--- src/rtl/cpu_sequencer.sv ---
// cpu_sequencer: multi-cycle control unit that drives an ALU.
//
// It fetches a 32-bit instruction, decodes it, issues the ALU op with its
// operand selects, and then does one of the following: writes a result back
// to the register file, runs a data-memory load/store handshake, or applies a
// branch result to the PC. It also holds the {z,n,c,v,s,h} status register
// that feeds the ALU flag inputs.
//
// Ports:
//   clk, rst_n              clock (rising edge), async active-low reset
//   imem_req/addr/ack/rdata instruction fetch handshake (addr = pc)
//   alu_op                  ALU operation, nonzero only in EXEC
//   rf_ra, rf_rb            register-file read addresses (IR[23:21], IR[20:18])
//   lit, lit_sel            zero-extended IR[15:0] and its select (IR[17])
//   alu_out/flags/branch    ALU result, flags and branch-taken
//   status                  registered flags fed back to the ALU
//   rf_we/wa/wd             register-file write strobe, address, data
//   dmem_req/we/addr/wdata/rdata/ack  data memory handshake
//   pc, halted, illegal     program counter, halt state, sticky bad-opcode flag
module cpu_sequencer #(
    parameter int ADDR_W   = 16,
    parameter int RESET_PC = 0
) (
    input  logic              clk,
    input  logic              rst_n,
    output logic              imem_req,
    output logic [ADDR_W-1:0] imem_addr,
    input  logic              imem_ack,
    input  logic [31:0]       imem_rdata,
    output logic [4:0]        alu_op,
    output logic [2:0]        rf_ra,
    output logic [2:0]        rf_rb,
    output logic [31:0]       lit,
    output logic              lit_sel,
    input  logic [31:0]       alu_out,
    input  logic [5:0]        alu_flags,
    input  logic              alu_branch,
    output logic [5:0]        status,
    output logic              rf_we,
    output logic [2:0]        rf_wa,
    output logic [31:0]       rf_wd,
    output logic              dmem_req,
    output logic              dmem_we,
    output logic [ADDR_W-1:0] dmem_addr,
    output logic [31:0]       dmem_wdata,
    input  logic [31:0]       dmem_rdata,
    input  logic              dmem_ack,
    output logic [ADDR_W-1:0] pc,
    output logic              halted,
    output logic              illegal
);

    typedef enum logic [2:0] {
        S_FETCH, S_DECODE, S_EXEC, S_MEM, S_WB, S_HALT
    } state_t;

    localparam logic [4:0] OP_NOP  = 5'h00;
    localparam logic [4:0] OP_LD   = 5'h01;
    localparam logic [4:0] OP_ST   = 5'h02;
    localparam logic [4:0] OP_BZ   = 5'h10;
    localparam logic [4:0] OP_BNZ  = 5'h11;
    localparam logic [4:0] OP_BRA  = 5'h12;
    localparam logic [4:0] OP_HALT = 5'h1F;

    state_t            state, state_next;
    logic [31:0]       ir;
    logic [31:0]       result;
    logic              mem_we;
    logic [4:0]        op;
    logic              unused_ir_bit;

    function automatic logic is_arith(input logic [4:0] o);
        return (o >= 5'h03) && (o <= 5'h0A);
    endfunction

    function automatic logic is_branch(input logic [4:0] o);
        return (o == OP_BZ) || (o == OP_BNZ) || (o == OP_BRA);
    endfunction

    function automatic logic is_legal(input logic [4:0] o);
        return (o == OP_NOP) || (o == OP_LD) || (o == OP_ST) || is_arith(o) ||
               is_branch(o) || (o == OP_HALT);
    endfunction

    assign op            = ir[31:27];
    assign unused_ir_bit = ir[16];

    // Operand fields come straight from IR, which only changes on a fetch,
    // so they are stable from DECODE through MEM.
    assign rf_ra      = ir[23:21];
    assign rf_rb      = ir[20:18];
    assign lit        = {16'h0000, ir[15:0]};
    assign lit_sel    = ir[17];
    assign rf_wa      = ir[26:24];
    assign rf_wd      = result;
    assign imem_addr  = pc;
    assign halted     = (state == S_HALT);
    assign dmem_we    = (state == S_MEM) && mem_we;

    always_ff @(posedge clk or negedge rst_n) begin
        if (!rst_n) state <= S_FETCH;
        else        state <= state_next;
    end

    always_comb begin
        state_next = state;
        imem_req   = 1'b0;
        alu_op     = 5'h00;
        rf_we      = 1'b0;
        dmem_req   = 1'b0;
        case (state)
            S_FETCH: begin
                // Gated by rst_n so no fetch is requested while reset is held.
                imem_req = rst_n;
                if (imem_ack) state_next = S_DECODE;
            end
            S_DECODE: state_next = S_EXEC;
            S_EXEC: begin
                alu_op = op;
                if (is_arith(op))                      state_next = S_WB;
                else if ((op == OP_LD) || (op == OP_ST)) state_next = S_MEM;
                else if (op == OP_HALT)                state_next = S_HALT;
                else                                   state_next = S_FETCH;
            end
            S_MEM: begin
                dmem_req = 1'b1;
                if (dmem_ack) state_next = mem_we ? S_FETCH : S_WB;
            end
            S_WB: begin
                rf_we      = 1'b1;
                state_next = S_FETCH;
            end
            default: state_next = S_HALT;
        endcase
    end

    // Architectural control state: PC, IR, status, sticky illegal flag.
    always_ff @(posedge clk or negedge rst_n) begin
        if (!rst_n) begin
            pc      <= ADDR_W'(RESET_PC);
            ir      <= 32'h0;
            status  <= 6'h00;
            illegal <= 1'b0;
            mem_we  <= 1'b0;
        end else begin
            case (state)
                S_FETCH: if (imem_ack) ir <= imem_rdata;
                S_EXEC: begin
                    mem_we <= (op == OP_ST);
                    if (is_arith(op)) begin
                        status <= alu_flags;
                    end else if (is_branch(op)) begin
                        pc <= alu_branch ? alu_out[ADDR_W-1:0] : pc + 1'b1;
                    end else if ((op != OP_LD) && (op != OP_ST) && (op != OP_HALT)) begin
                        // NOP and undefined opcodes both just advance.
                        pc <= pc + 1'b1;
                        if (!is_legal(op)) illegal <= 1'b1;
                    end
                end
                S_MEM:   if (dmem_ack && mem_we) pc <= pc + 1'b1;
                S_WB:    pc <= pc + 1'b1;
                default: ;
            endcase
        end
    end

    // Datapath holding registers; only meaningful while their strobe is up.
    always_ff @(posedge clk) begin
        if (state == S_EXEC) begin
            if (is_arith(op)) result <= alu_out;
            dmem_addr  <= (op == OP_ST) ? lit[ADDR_W-1:0] : alu_out[ADDR_W-1:0];
            dmem_wdata <= alu_out;
        end else if ((state == S_MEM) && dmem_ack && !mem_we) begin
            result <= dmem_rdata;
        end
    end

endmodule
--- config.mk ---
export PLATFORM = sky130hd
export DESIGN_NAME = cpu_sequencer
export DESIGN_NICKNAME = d
export VERILOG_FILES = /design/src/rtl/cpu_sequencer.sv
export SDC_FILE = /design/constraint.sdc
export NUM_CORES = 1
export LEC_CHECK = 0
export CAP_MARGIN = 15
export CORE_MARGIN = 3
export CORE_UTILIZATION = 45
export CTS_BUF_LIST = sky130_fd_sc_hd__clkbuf_4
export DETAILED_ROUTE_END_ITERATION = 8
export DONT_BUFFER_PORTS = 1
export SLEW_MARGIN = 15
export SYNTH_ARGS = -nofsm -noshare
export SYNTH_HDL_FRONTEND = slang
export SYNTH_SLANG_ARGS = --single-unit
--- constraint.sdc ---
create_clock -name clk -period 6 [get_ports clk]
set_input_delay 1.2 -clock clk [delete_from_list [all_inputs] [get_ports clk]]
set_output_delay 1.2 -clock clk [all_outputs]
set_load 0.05 [all_outputs]
## After elaboration in Yosys (flattened, before gate mapping)

Cells that the tools add are included.

- Word-level logic and storage cells: 82
- Flip-flop bits (word level): 139

- Reduce and logical (&&, ||, !) cells: 26
- Bitwise operators: 3
- Magnitude comparators: 2
- Multiplexer cells: 21
- Equal/unequal tests: 20
- $add $sub $neg: 1

Operators with widths:

| operator | number |
|---|---|
| $mux W16 | 6 |
| $mux W32 | 3 |
| $pmux W16 S3 | 1 |
| $eq A5 B5 Y1 const B | 4 |
| $mux W3 | 6 |
| $add A16 B1 Y16 const B | 1 |
| $pmux W3 S5 | 1 |
| $logic_or A1 B1 Y1 | 8 |
| $ne A2 B2 Y1 const B | 4 |
| $reduce_and A2 Y1 | 4 |
| $logic_and A1 B1 Y1 | 7 |
| $eq A3 B2 Y1 const B | 2 |
| $eq A3 B3 Y1 const B | 2 |
| $eq A5 B1 Y1 const B | 1 |
| $eq A5 B2 Y1 const B | 1 |
| $ge A5 B2 Y1 const B | 1 |
| $le A5 B4 Y1 const B | 1 |
| $logic_not A5 Y1 | 1 |
| $mux W5 | 1 |
| $ne A5 B1 Y1 const B | 1 |
| $ne A5 B2 Y1 const B | 1 |
| $ne A5 B5 Y1 const B | 1 |
| $reduce_and A5 Y1 | 1 |
| $reduce_and A4 Y1 | 1 |
| 9 further kinds | 13 |

## Logic depth before layout (Yosys ltp)

Gate-level depths: netlist of run 1.

- Word-level depth: 8
- Gate-level depth with buffers: 9
- Mapped depth without buffers: 7

## Worst setup path before layout of run 1

No wires, ideal clock.

- Path kind: in2out
- Start point: input rst_n
- End point: output imem_req
- Buffers on the path: 0
- Arrival time: 2.789 ns
- Slack: 2.011 ns
- Stages: 1
- Cell sequence: nor4b_1

- Longest elaborated chain between the ends: 1

RTL lines:

| item | RTL line | source |
|---|---|---|
| from (decl) | 25 | `input logic rst_n,` |
| $mux W1 | 111 | `case (state)` |
| to (decl) | 26 | `output logic imem_req,` |

No other way between the ends.

## Final worst setup path of run 1

- Start point: register state[1]
- End point: output alu_op[4]

- Longest elaborated chain between the ends: 2

RTL lines:

| item | RTL line | source |
|---|---|---|
| from (decl) | 65 | `state_t state, state_next;` |
| from (signal assigned) | 102 | `else state <= state_next;` |
| $eq A3 B2 Y1 | 111 |  |
| $mux W5 | 111 |  |
| to (decl) | 30 | `output logic [4:0] alu_op,` |

No other way between the ends.

==> metrics.md, run 1 <==
| Metric | Value |
|---|---|
| Synth-to-Final Area Change | 2.76% |
| Buf/Inv on CP | 2 |
| YS warnings | 0 |
| DRT Wirelength | 14.8 mm |
| Fin crit share | 63.7% |
| Max Used Layer | met4 |
| Initial DRT Pass Iterations | 5 |
| Die footprint | 15400 sq um |
| Worst skew pair latency | 550 ps |
| Seq/Total Area, Yosys | 61.6% |
| HPWL after DPL | 10.3 mm |
| Worst R2R Start | state[1] |
| Outcome | finished, final reports clean |
| Routed Antenna Nets | 0 |
| Layout cell share with drive strength beyond 1 | 19.4% |
| Top Ports | 278 |
| Worst Setup SP | state[1] |
| M1 WL | 5.55 mm |
| Core area | 13400 sq um |
| Crit path max-delay family | simple AND/OR/NAND/NOR gates |
| Initial antenna violation count | 0 |
| Setup CP Type | reg -> out |
| Post-synthesis xor/xnor area fraction | 0.140% |
| First-pass GRT wire length | 21.2 mm |
| Avg Vias per Cell | 5.63 |
| Tot GR Track Use | 19.0% |
| I/O Buffers | 0 |
| Post-cts resize count | 0 |
| Final Net Count | 591 |
| Cell Chain, Critical Path | inv_1 > or3_1 > buf_4 > nor2_1 |
| Gr ovfl total | 0 |
| Syn Std Cell Area | 6260 sq um |
| Top_reg_cell synth | edfxtp_1 |
| WP data required | 4800 ps |
| Mux cell area share after synthesis | 9.86% |
| Largest net degree at the start of global routing | 72 |
| CTS tree | done |
| Pin slew with the least headroom to its limit | 1120 ps |
| Root buf cell | clkbuf_4 |
| Vias | 3786 |
| H-tree level count | 4 |
| Initial core utilization | 46.7% |
| Total power | 1900 uW |
| Initial DRC count | 303 |
| Clock Pin Slew Worst Setup and Hold Paths | 130 ps |
| EDFF count, synth | 80 |
| Hold Crit Class | in -> async |
| Final hold vios | 0 |
| CTS Buf Count | 17 |
| Number of max-cap violations | 0 |
| Syn Inst Count | 526 |
| Leading cell type in the layout, fill and taps excluded | nand2_1 |
| Cell area power density | 296 nW/um^2 |
| Layout Skew | 17.6 ps |
| Critical Path Start Type | flop |
| Clk buf depth | 2 |
| Clk sinks | 138 |
| Placer Congestion | 0.741 |
| Headroom to the max-slew limit | 25.5% |
| F_max | 0.262 GHz |
| CP Capture Type | primary output |
| RSZ-0062 raised after global routing | false |
| N_diodes | 0 |
| Wire length on met2 | 7.26 mm |
| Die Y | 124 um |
| Adder-cell share of the synthesized area | 0.200% |
| Min Tclk post-route | 3820 ps |
| Static leakage | 0.00260 uW |
| Most frequent cells in the layout | nand2_1 (118), edfxtp_1 (80), dfrtp_1 (58) |
| Vias in the first global route | 3804 |
| Largest family of logic cells by synthesized area | simple AND/OR/NAND/NOR gates |
| CP max stage delay | 740 ps |
| Drc violations | 0 |
| Final setup viols | 0 |
| Synth unique cells | 52 |
| Cell Rows | 42 |
| Die Span X | 124 um |
| Cts hold-fix bufs | 0 |
| Wire length on met3 | 1.71 mm |
| WL/cell | 22.0 um |
| Synth Area in Simple Gates | 12.1% |
| Critical Path AT | 2620 ps |
| Final max-slew violation count | 0 |
| Synth Area per Inst | 11.9 sq um |
| Ys async rst share | 42.0% |
| Worst vdd ir | 0.118 mV |
| Worst-path fanout max | 39 |
| Fill count | 1198 |
| Compound-cell area share of the yosys netlist | 6.78% |
| #FFs+latches synth | 138 |
| Final setup TNS | 0 ps |
| Post-CTS setup buffer count | 0 |
| CP max-delay cell | nor2_1 |
-- metal layers --
layer | up-vias | track usage [%]
li1 | 1689 | -
met4 | 0 | 8.01
met5 | - | 0
met3 | 26 | 9.72
met1 | 1855 | 20.6
met2 | 216 | 31.2
-- registers in the layout (all words and copies together), names as in the netlist --
| name | cells |
|---|---|
| illegal | 1 |
| dmem_addr | 16 |
| ir | 31 |
| status | 6 |
| mem_we | 1 |
| dmem_wdata | 32 |
| state | 3 |
| rf_wd | 32 |
| imem_addr | 16 |
-- path summary, 6_finish.rpt --
check | endpoint | slack (ps) | cells past startpoint
max in group asynchronous | ir[26] | 5520 | 0
worst max register to register | imem_addr[9] | 2370 | 9
min in group clk | mem_we | 640 | 2
worst min register to register | mem_we | 640 | 2
worst min-delay path | ir[8] | 320 | 0
worst max-delay path | alu_op[4] | 2180 | 4
-- kinds of logic (layout without fill, tap and decap cells) --
family	after synthesis	after routing
XOR/XNOR	1	1
buffers and inverters	91	46
AO/OA/AOI/OAI	69	69
flip-flops	138	138
multiplexers	53	53
AND/OR/NAND/NOR	172	172
adder cells (fa/ha/maj)	1	1
other	1	16
-- through the flow --
step | utilization (%) | setup WS [ps] | area [sq um] | hold slack (ps) | std cells
finish | 48.0 | 2180 | 6430 | 322 | 672
global route | 48.0 | 1960 | 6430 | 242 | 672
CTS | 48.0 | 2110 | 6430 | 259 | 672
detailed placement | 45.2 | 2330 | 6060 | 612 | 640
global placement | 45.2 | 2480 | 6060 | 587 | 640
floorplan | - | 2010 | 6310 | 482 | 541
-- Yosys cell counts (2+ instances only) --
library cell  count  share of area [%]
mux2_2           45                8.1
buf_6             2               0.36
mux2i_1           2               0.32
buf_2             7               0.56
nor3_1            3               0.24
clkbuf_1         13               0.78
mux2_4            6                1.4
and2_1            4               0.40
nor2_1           14               0.84
edfxtp_1         80                 38
nand2_1         118                7.1
buf_1             3               0.18
o22ai_1           6               0.60
a21o_1            2               0.24
nor4b_1           2               0.28
nand4_1           4               0.40
nand3b_1          2               0.24
a21oi_1          23                1.8
or3_1             2               0.20
o21ai_0          19                1.5
o2bb2a_1          2               0.32
or4_1             3               0.36
dfrtp_1          58                 23
nand3_1          12               0.96
inv_1             7               0.42
a2bb2oi_1         3               0.42
nand2b_1          2               0.20
buf_4            57                6.8
a22oi_1           2               0.24
-- worst register-to-register path: stages (launching register included) --
cell,delay (ps)
dfrtp_1,550
inv_1,150
or3_1,360
buf_4,280
clkinv_2,230
buf_4,680
o21a_1,290
a21o_1,620
o21ai_0,220
a22oi_1,190
-- report_power, final --
part | switching, uW | internal (uW) | leakage, uW
clock network | 352 | 415 | 0.000186
logic | 41.1 | 24.9 | 0.000957
registers | 53.7 | 1020 | 0.00145
-- layout make-up --
type | instances | area (sq um) | area share [%]
Multi-Input combinational cell | 312 | 1910 | 29.6
Inverter | 8 | 31.3 | 0.486
Timing Repair Buffer | 6 | 45.0 | 0.701
Tap cell | 176 | 220 | 3.42
Clock inverter | 15 | 246 | 3.83
Sequential cell | 138 | 3850 | 59.9
Clock buffer | 17 | 128 | 1.98
(Power assumes the default switching activity.)
==> run 2: changes to the inputs <==
==> constraint.sdc (replaced) <==
create_clock -name clk -period 3.55 [get_ports clk]
set_input_delay 0.71 -clock clk [delete_from_list [all_inputs] [get_ports clk]]
set_output_delay 0.71 -clock clk [all_outputs]
set_load 0.05 [all_outputs]
==> metrics.md, run 2 (synthesized netlist as in run 1, its figures left out) <==
| Metric | Value |
|---|---|
| WP data required | 2840 ps |
| Synth-to-Final Area Change | 6.00% |
| Clk sinks | 138 |
| Hold slack final | 241 ps |
| CTS tree | done |
| Tot GR Track Use | 19.1% |
| Hold Crit Class | in -> reg |
| Vias | 3852 |
| First-pass GRT wire length | 21.5 mm |
| F_max | 0.312 GHz |
| Die footprint | 15400 sq um |
| CP Capture Type | primary output |
| Clock Pin Slew Worst Setup and Hold Paths | 130 ps |
| Drc violations | 0 |
| Final setup viols | 0 |
| Initial DRC count | 265 |
| Die Span X | 124 um |
| Final hold vios | 0 |
| Avg Vias per Cell | 5.53 |
| DP Cell Count | 661 |
| Worst skew pair latency | 550 ps |
| I/O Buffers | 0 |
| Top Ports | 278 |
| RSZ-0062 raised after global routing | false |
| Pin slew with the least headroom to its limit | 999 ps |
| Leading cell type in the layout, fill and taps excluded | nand2_1 |
| Min Tclk post-route | 3200 ps |
| Final setup TNS | 0 ps |
| Clk buf depth | 2 |
| Post-CTS setup buffer count | 0 |
| Static leakage | 0.00272 uW |
| HPWL after DPL | 10.5 mm |
| Initial DRT Pass Iterations | 4 |
| Critical Path AT | 2490 ps |
| Fin crit share | 90.3% |
| Critical Path Start Type | flop |
| Layout cell share with drive strength beyond 1 | 22.9% |
| Vias in the first global route | 3727 |
| Largest net degree at the start of global routing | 59 |
| Setup CP Type | reg -> out |
| Root buf cell | clkbuf_4 |
| DRT Wirelength | 15.0 mm |
| H-tree level count | 4 |
| WL/cell | 21.5 um |
| Layout Skew | 14.6 ps |
| Worst-path fanout max | 27 |
| CTS Buf Count | 17 |
| Final core utilization | 49.5% |
| Cell Rows | 42 |
| Final max-slew violation count | 0 |
| Outcome | finished, final reports clean |
| Final Net Count | 614 |
| Gr ovfl total | 0 |
| Die Y | 124 um |
| Cell area power density | 484 nW/um^2 |
| Routed Antenna Nets | 0 |
| Total power | 3210 uW |
| Initial antenna violation count | 1 |
| Initial core utilization | 46.7% |
| Core area | 13400 sq um |
| Placer Congestion | 0.784 |
| Cts hold-fix bufs | 2 |
| Most frequent cells in the layout | nand2_1 (118), edfxtp_1 (80), dfrtp_1 (58) |
| Fin cells | 696 |
| Number of max-cap violations | 0 |
| Post-cts resize count | 0 |
| Headroom to the max-slew limit | 33.2% |
| Worst vdd ir | 0.228 mV |
## run 2: cell count changes in the layout (fill, tap and decap cells not counted), sizes merged
| cell | previous run | this run |
|---|---|---|
| buf | 6 | 28 |
| inv | 9 | 12 |
| clkinv | 5 | 3 |
| bufinv | 6 | 5 |
| diode | 0 | 1 |
| dlygate4sd3 | 0 | 1 |
## run 2: worst paths after layout
kind | slack, ps | start | cells past startpoint | endpoint
max in group asynchronous | 2570 | rst_n | 2 | state[2]
worst max register to register | 750 | state[1] | 7 | imem_addr[2]
worst min-delay path | 240 | alu_out[8] | 0 | dmem_wdata[8]
worst min register to register | 640 | mem_we | 2 | mem_we
worst max-delay path | 350 | state[1] | 4 | alu_op[2]
min in group asynchronous | 670 | rst_n | 2 | imem_addr[12]
## run 2: cell type report
type | instances | area [sq um]
multi-input cells | 312 | 1910
flip-flops and latches | 138 | 3850
clock inverters | 15 | 239
repair buffers | 29 | 253
inverters | 8 | 31.3
fillers | 1186 | 6770
diodes | 1 | 2.50
well taps | 176 | 220
clock buffers | 17 | 128
## run 2: report_power, final
group	leakage [uW]	switching (uW)	total, uW	internal (uW)
registers	0.00145	91.0	1810	1720
logic	0.00109	83.4	129	46.0
clock network	0.000183	625	1270	646
total	0.00272	800	3210	2410
## run 2: critical path, stage by stage, from the launching register on
cell and delay [ps]:
dfrtp_1 560, inv_1 150, or3_1 420, clkinv_2 310, and2_1 500
## run 2: metal layers
metal | routed length [um] | global-route usage, % | vias to the layer above
met4 | 227 | 6.98 | 0
met3 | 1840 | 8.67 | 22
li1 | - | - | 1741
met1 | 5340 | 21.9 | 1859
met5 | 0 | 0 | -
met2 | 7590 | 31.6 | 230
## run 2: through the flow
| step | setup WS [ps] | instance area [sq um] |
|---|---|---|
| 3_5_place_dp | 743 | 6230 |
| 5_1_grt | 184 | 6630 |
| 3_3_place_gp | 873 | 6230 |
| 2_1_floorplan | 538 | 6310 |
| 4_1_cts | 260 | 6630 |
| 6_report | 346 | 6630 |
